[src/rtl/mac_acc512_seq.sv]
// 512-bit sequential accumulator: acc <= acc + in_data (mod 2^512), computed over four
// beats through one shared 128-bit carry-lookahead adder, LSB slice first.

module cla128 (
    input  logic [127:0] a,
    input  logic [127:0] b,
    input  logic         ci,
    output logic [127:0] s,
    output logic         co
);
    logic [127:0] g;
    logic [127:0] p;
    logic [128:0] c;

    assign g = a & b;
    assign p = a ^ b;

    // 4-bit lookahead groups; group carries chain from group to group.
    always_comb begin
        c = '0;
        c[0] = ci;
        for (int j = 0; j < 32; j++) begin
            c[4*j+1] = g[4*j] | (p[4*j] & c[4*j]);
            c[4*j+2] = g[4*j+1] | (p[4*j+1] & g[4*j])
                     | (p[4*j+1] & p[4*j] & c[4*j]);
            c[4*j+3] = g[4*j+2] | (p[4*j+2] & g[4*j+1])
                     | (p[4*j+2] & p[4*j+1] & g[4*j])
                     | (p[4*j+2] & p[4*j+1] & p[4*j] & c[4*j]);
            c[4*j+4] = g[4*j+3] | (p[4*j+3] & g[4*j+2])
                     | (p[4*j+3] & p[4*j+2] & g[4*j+1])
                     | (p[4*j+3] & p[4*j+2] & p[4*j+1] & g[4*j])
                     | (p[4*j+3] & p[4*j+2] & p[4*j+1] & p[4*j] & c[4*j]);
        end
    end

    assign s  = p ^ c[127:0];
    assign co = c[128];
endmodule

module mac_acc512_seq #(
    parameter int W     = 512,
    parameter int SLICE = 128
) (
    input  logic         clk,
    input  logic         rst,
    input  logic         clr,
    input  logic         in_valid,
    output logic         in_ready,
    input  logic [W-1:0] in_data,
    output logic [W-1:0] acc_out,
    output logic         out_valid,
    output logic         busy,
    output logic         ovf
);
    localparam int BEATS = W / SLICE;

    typedef enum logic {IDLE, ADD} state_t;

    state_t         state;
    state_t         state_nxt;
    logic [1:0]     beat;
    logic           carry;
    logic [W-1:0]   op_reg;
    logic [SLICE-1:0] sum;
    logic           cout;
    logic           last_beat;

    assign last_beat = (beat == 2'(BEATS - 1));

    cla128 u_cla (
        .a  (acc_out[beat*SLICE +: SLICE]),
        .b  (op_reg[beat*SLICE +: SLICE]),
        .ci (carry),
        .s  (sum),
        .co (cout)
    );

    // NOTE: every register below uses non-blocking assignment so all state updates
    // see the pre-edge values of each other, regardless of statement order.
    always_ff @(posedge clk) begin
        if (rst) state <= IDLE;
        else     state <= state_nxt;
    end

    always_comb begin
        state_nxt = state;
        case (state)
            IDLE: if (in_valid && in_ready) state_nxt = ADD;
            ADD:  if (clr || last_beat)     state_nxt = IDLE;
            default:                        state_nxt = IDLE;
        endcase
    end

    // in_ready depends only on state and clr, never on in_valid.
    always_comb begin
        in_ready = (state == IDLE) && !clr;
        busy     = (state == ADD);
    end

    always_ff @(posedge clk) begin
        if (rst) begin
            acc_out   <= '0;
            op_reg    <= '0;
            beat      <= '0;
            carry     <= 1'b0;
            ovf       <= 1'b0;
            out_valid <= 1'b0;
        end else begin
            out_valid <= 1'b0;
            if (clr) begin
                // Abort wins over a completing beat: no pulse, no ovf update.
                acc_out <= '0;
                ovf     <= 1'b0;
                carry   <= 1'b0;
                beat    <= '0;
            end else if (state == IDLE) begin
                if (in_valid) begin
                    op_reg <= in_data;
                    beat   <= '0;
                    carry  <= 1'b0;
                end
            end else begin
                acc_out[beat*SLICE +: SLICE] <= sum;
                carry <= cout;
                beat  <= beat + 2'd1;
                if (last_beat) begin
                    out_valid <= 1'b1;
                    ovf       <= ovf | cout;
                end
            end
        end
    end
endmodule
[config.mk]
export PLATFORM = sky130hd
export DESIGN_NAME = mac_acc512_seq
export DESIGN_NICKNAME = d
export VERILOG_FILES = /design/src/rtl/mac_acc512_seq.sv
export SDC_FILE = /design/constraint.sdc
export NUM_CORES = 2
export LEC_CHECK = 0
export CORE_AREA = 2 2 397 399
export DETAILED_ROUTE_END_ITERATION = 8
export DIE_AREA = 0 0 399 401
export DONT_BUFFER_PORTS = 1
export GPL_TIMING_DRIVEN = 0
export PLACE_DENSITY_LB_ADDON = 0.15
export SLEW_MARGIN = 15
export SYNTH_ARGS = -nofsm -noshare
export SYNTH_HDL_FRONTEND = slang
export SYNTH_HIERARCHICAL = 1
export SYNTH_SLANG_ARGS = --single-unit
export TNS_END_PERCENT = 100
[constraint.sdc]
create_clock -name clk -period 5.03 [get_ports clk]
set_input_delay 1.006 -clock clk [delete_from_list [all_inputs] [get_ports clk]]
set_output_delay 1.006 -clock clk [all_outputs]
set_load 0.1 [all_outputs]
==> insert_results.sql <==
INSERT INTO impl_metrics (metric_group, metric, value, unit) VALUES
('critical_path', 'regToRegStartpoint', 'acc_out[263]$_SDFFE_PP0P_', ''),
('pwr', 'leakage_power_summed_over_all_cells', '20.38', 'nW'),
('pwr', 'power_density', '321.6', 'mW/mm2'),
('critical_path', 'worst_setup_path_category', 'flip-flop to flip-flop', ''),
('critical_path', 'timing.critical_path.cells', 'mux4_2 > ha_4 > nand3_2 > o221ai_1 > a221o_2 > a2111o_1 > a21oi_4 > buf_12 > a2111oi_4 > buf_6 > or2_4 > a21boi_4 > o21ai_2 > a21oi_2 > o21bai_1 > fa_2 > xor2_4 > buf_6 > a22o_1', ''),
('floorplanning', 'floorplan.io_pins', '1032', ''),
('timing', 'setup_viol_count_final', '282', ''),
('timing', 'finalCriticalPeriod', '5467', 'ps'),
('min_path', 'hold_path_startpoint', 'in_data[497]', ''),
('route', 'post-route-drc-count', '0', ''),
('layout', 'layoutNonFillerInstCount', '7713', ''),
('critical_path', 'crit_path_start_kind', 'flip-flop', ''),
('synthesis', 'synthesis.nets', '5977', ''),
('min_path', 'min_path_type', 'primary input to flip-flop', ''),
('floorplanning', 'start_util', '0.3092', ''),
('critical_path', 'timing.critical_path.arrival', '6140', 'ps'),
('route', 'first_pass_drt_iterations', '6', ''),
('route', 'detail_route.iter0.violations', '3824', ''),
('clocking', 'worstSkewPairLatency', '780', 'ps'),
('grt', 'grt_start_max_net_pins', '17', ''),
('critical_path', 'critPathBufInv', '3', ''),
('clocking', 'clkTransAtPathRegs', '60', 'ps'),
('outcome', 'status', 'finished with violations', ''),
('floorplanning', 'die_height', '401', 'um'),
('floorplanning', 'fp.dieArea', '0.1600', 'mm2'),
('clocking', 'tritoncts_num_sinks', '1030', ''),
('grt', 'grt_pass1_wl', '341.3', 'mm'),
('floorplanning', 'rows', '145', ''),
('route', 'number_of_vias_in_the_routed_layout', '43610', ''),
('layout', 'ratio_of_cells_with_drive_above_1_in_the_final_layout', '0.2115', ''),
('clocking', 'tritoncts.num_buffers', '117', ''),
('synthesis', 'ys_warn_count', '6', ''),
('synthesis', 'synth.area.mux_share', '0.1200', ''),
('synthesis', 'synth_adder_area_share', '0.04815', ''),
('place', 'place_congestion', '0.9351', ''),
('critical_path', 'timing.reg2reg.setup_slack', '-440', 'ps'),
('pwr', 'max-vdd-ir-drop', '0.0002670', 'V'),
('synthesis', 'synth_enable_flop_cells', '0', ''),
('synthesis', 'synth_simple_gate_area_share', '0.1811', ''),
('critical_path', 'reg2reg_depth', '19', ''),
('place', 'dp.final_hpwl', '190.3', 'mm'),
('grt', 'grt_antenna_before_repair', '24', ''),
('critical_path', 'cpLargestDelayFamily', 'compound AO/OA/AOI/OAI gates', ''),
('synthesis', 'synth.lib_cells_used.distinct', '69', ''),
('timing', 'finalMaxSlewViolations', '0', ''),
('synthesis', 'ys_top_cells_by_count', 'nand2_1 (1,461), dfxtp_1 (1,030), a21oi_1 (983)', ''),
('route', 'detail-route-antenna-nets', '0', ''),
('pwr', 'power.sequential.fraction', '0.452', ''),
('synthesis', 'syn-cell-area', '0.04813', 'mm2'),
('timing', 'period_share', '1.087', ''),
('synthesis', 'yosys.cell_count.top_type', 'nand2_1', ''),
('timing', 'worst_setup_skew_after_layout', '50.76', 'ps'),
('pwr', 'p_clk_frac', '0.469', ''),
('outcome', 'violations', 'setup timing', ''),
('timing', 'setup_slack', '-436.5', 'ps'),
('place', 'dpl_cells', '7364', ''),
('synthesis', 'yosys-top-cells-area', 'dfxtp_1 (43%), mux4_2 (12%), nand2_1 (11%)', ''),
('grt', 'grt_pass1_vias', '41920', ''),
('critical_path', 'timing.critical_path.required', '5700', 'ps'),
('layout', 'syn_to_layout_area_delta', '21.72', '%'),
('synthesis', 'synth_top_family_by_area', 'simple AND/OR/NAND/NOR gates', ''),
('synthesis', 'seq_area_frac_synth', '0.4284', ''),
('synthesis', 'synth_xor_xnor_area_share', '0.01674', ''),
('clocking', 'tritoncts_clock_tree', 'built', ''),
('pwr', 'power.combinational.fraction', '0.079', ''),
('synthesis', 'synth_cells', '5295', ''),
('pwr', 'power_report.internal_total', '13.89', 'mW'),
('route', 'detail_route.vias_per_cell', '5.654', ''),
('synthesis', 'synth_register_bits', '1030', ''),
('synthesis', 'yosys_most_used_dff', 'dfxtp_1', ''),
('synthesis', 'yosys.area.top_type', 'dfxtp_1', '');
## cell type report
type | instances | area, um2
antenna | 24 | 60.06
fill | 15980 | 97080
clock inverter | 28 | 305.3
buffer | 470 | 3055
inverter | 27 | 101.3
timing repair buffer | 120 | 1375
clock buffer | 189 | 3610
sequential | 1030 | 20720
multi-input combinational | 3767 | 26780
tap | 2058 | 2575
## cell usage in the layout (no fill, tap or decap), types with 18 or more instances in the layout
| cell | count |
|---|---|
| xnor2_1 | 18 |
| a21oi_1 | 939 |
| xor2_4 | 23 |
| clkbuf_16 | 119 |
| ha_4 | 27 |
| mux4_2 | 256 |
| nand2_1 | 1452 |
| inv_1 | 25 |
| buf_4 | 114 |
| diode_2 | 24 |
| ha_1 | 90 |
| buf_6 | 113 |
| buf_12 | 28 |
| dfxtp_1 | 954 |
| nand4_1 | 400 |
| dfxtp_2 | 75 |
| o21ai_0 | 21 |
| clkbuf_1 | 202 |
| a21oi_2 | 41 |
| buf_2 | 122 |
| a22o_1 | 128 |
| clkbuf_8 | 39 |
| nor2_1 | 42 |
| a21o_1 | 29 |
## how the worst max path moves through the flow
| stage | from | end | slack (ps) | cells past startpoint |
|---|---|---|---|---|
| 2_1_floorplan | beat[0]$_SDFFE_PP0P_ | acc_out[373]$_SDFFE_PP0P_ | 40 | 19 |
| 3_3_place_gp | beat[1]$_SDFFE_PP0P_ | acc_out[255]$_SDFFE_PP0P_ | -4460 | 18 |
| 3_5_place_dp | beat[1]$_SDFFE_PP0P_ | acc_out[500]$_SDFFE_PP0P_ | -2790 | 19 |
| 4_1_cts | beat[0]$_SDFFE_PP0P_ | acc_out[373]$_SDFFE_PP0P_ | -390 | 23 |
| 5_1_grt | beat[0]$_SDFFE_PP0P_ | acc_out[237]$_SDFFE_PP0P_ | -500 | 23 |
| 6_report | acc_out[263]$_SDFFE_PP0P_ | acc_out[373]$_SDFFE_PP0P_ | -440 | 19 |
## per-layer routing
layer	track usage	part of all wire
met3	0.07834	0.087
met5	0	0
met4	0.1041	0.037
met2	0.4984	0.48
met1	0.3747	0.40
## repair_timing
action | CTS | global route
hold endpoints to repair | 0 | 0
gates resized for setup | 371 | 157
gates cloned | 3 | 1
endpoints found under the setup margin | 472 | 377
pin swaps | 221 | 113
setup buffers | 73 | 39
## cell families after synthesis
logic type,count (synthesis)
AOI/OAI and AO/OA,1258
xor gates and xnor gates,92
adders and majority gates,166
buffers and inverters,498
DFF,1030
muxes,257
and+or+nand+nor,1994
## per-stage QoR
stage                     worst slack [ps]  setup TNS (ps)  instance area [um2]  power, mW
after CTS                           -388.7          -35240                57500      18.87
after global routing                -502.7          -73760                58540      19.36
after global placement               -4456         -912550                50720      10.02
after detailed placement             -2794         -826160                51020      10.05
final                               -436.5          -53080                58580      18.84
after floorplan                      37.54               0                48140      9.496
## power groups by stage
stage	clock [mW]	sequential (mW)	combinational, mW
after detailed placement	0	8.69	1.36
after CTS	8.92	8.51	1.45
after global routing	9.24	8.52	1.59
final	8.84	8.51	1.49
after global placement	0	8.68	1.34
after floorplan	0	8.63	0.865
Note: power is estimated with default switching activity, not from simulation.
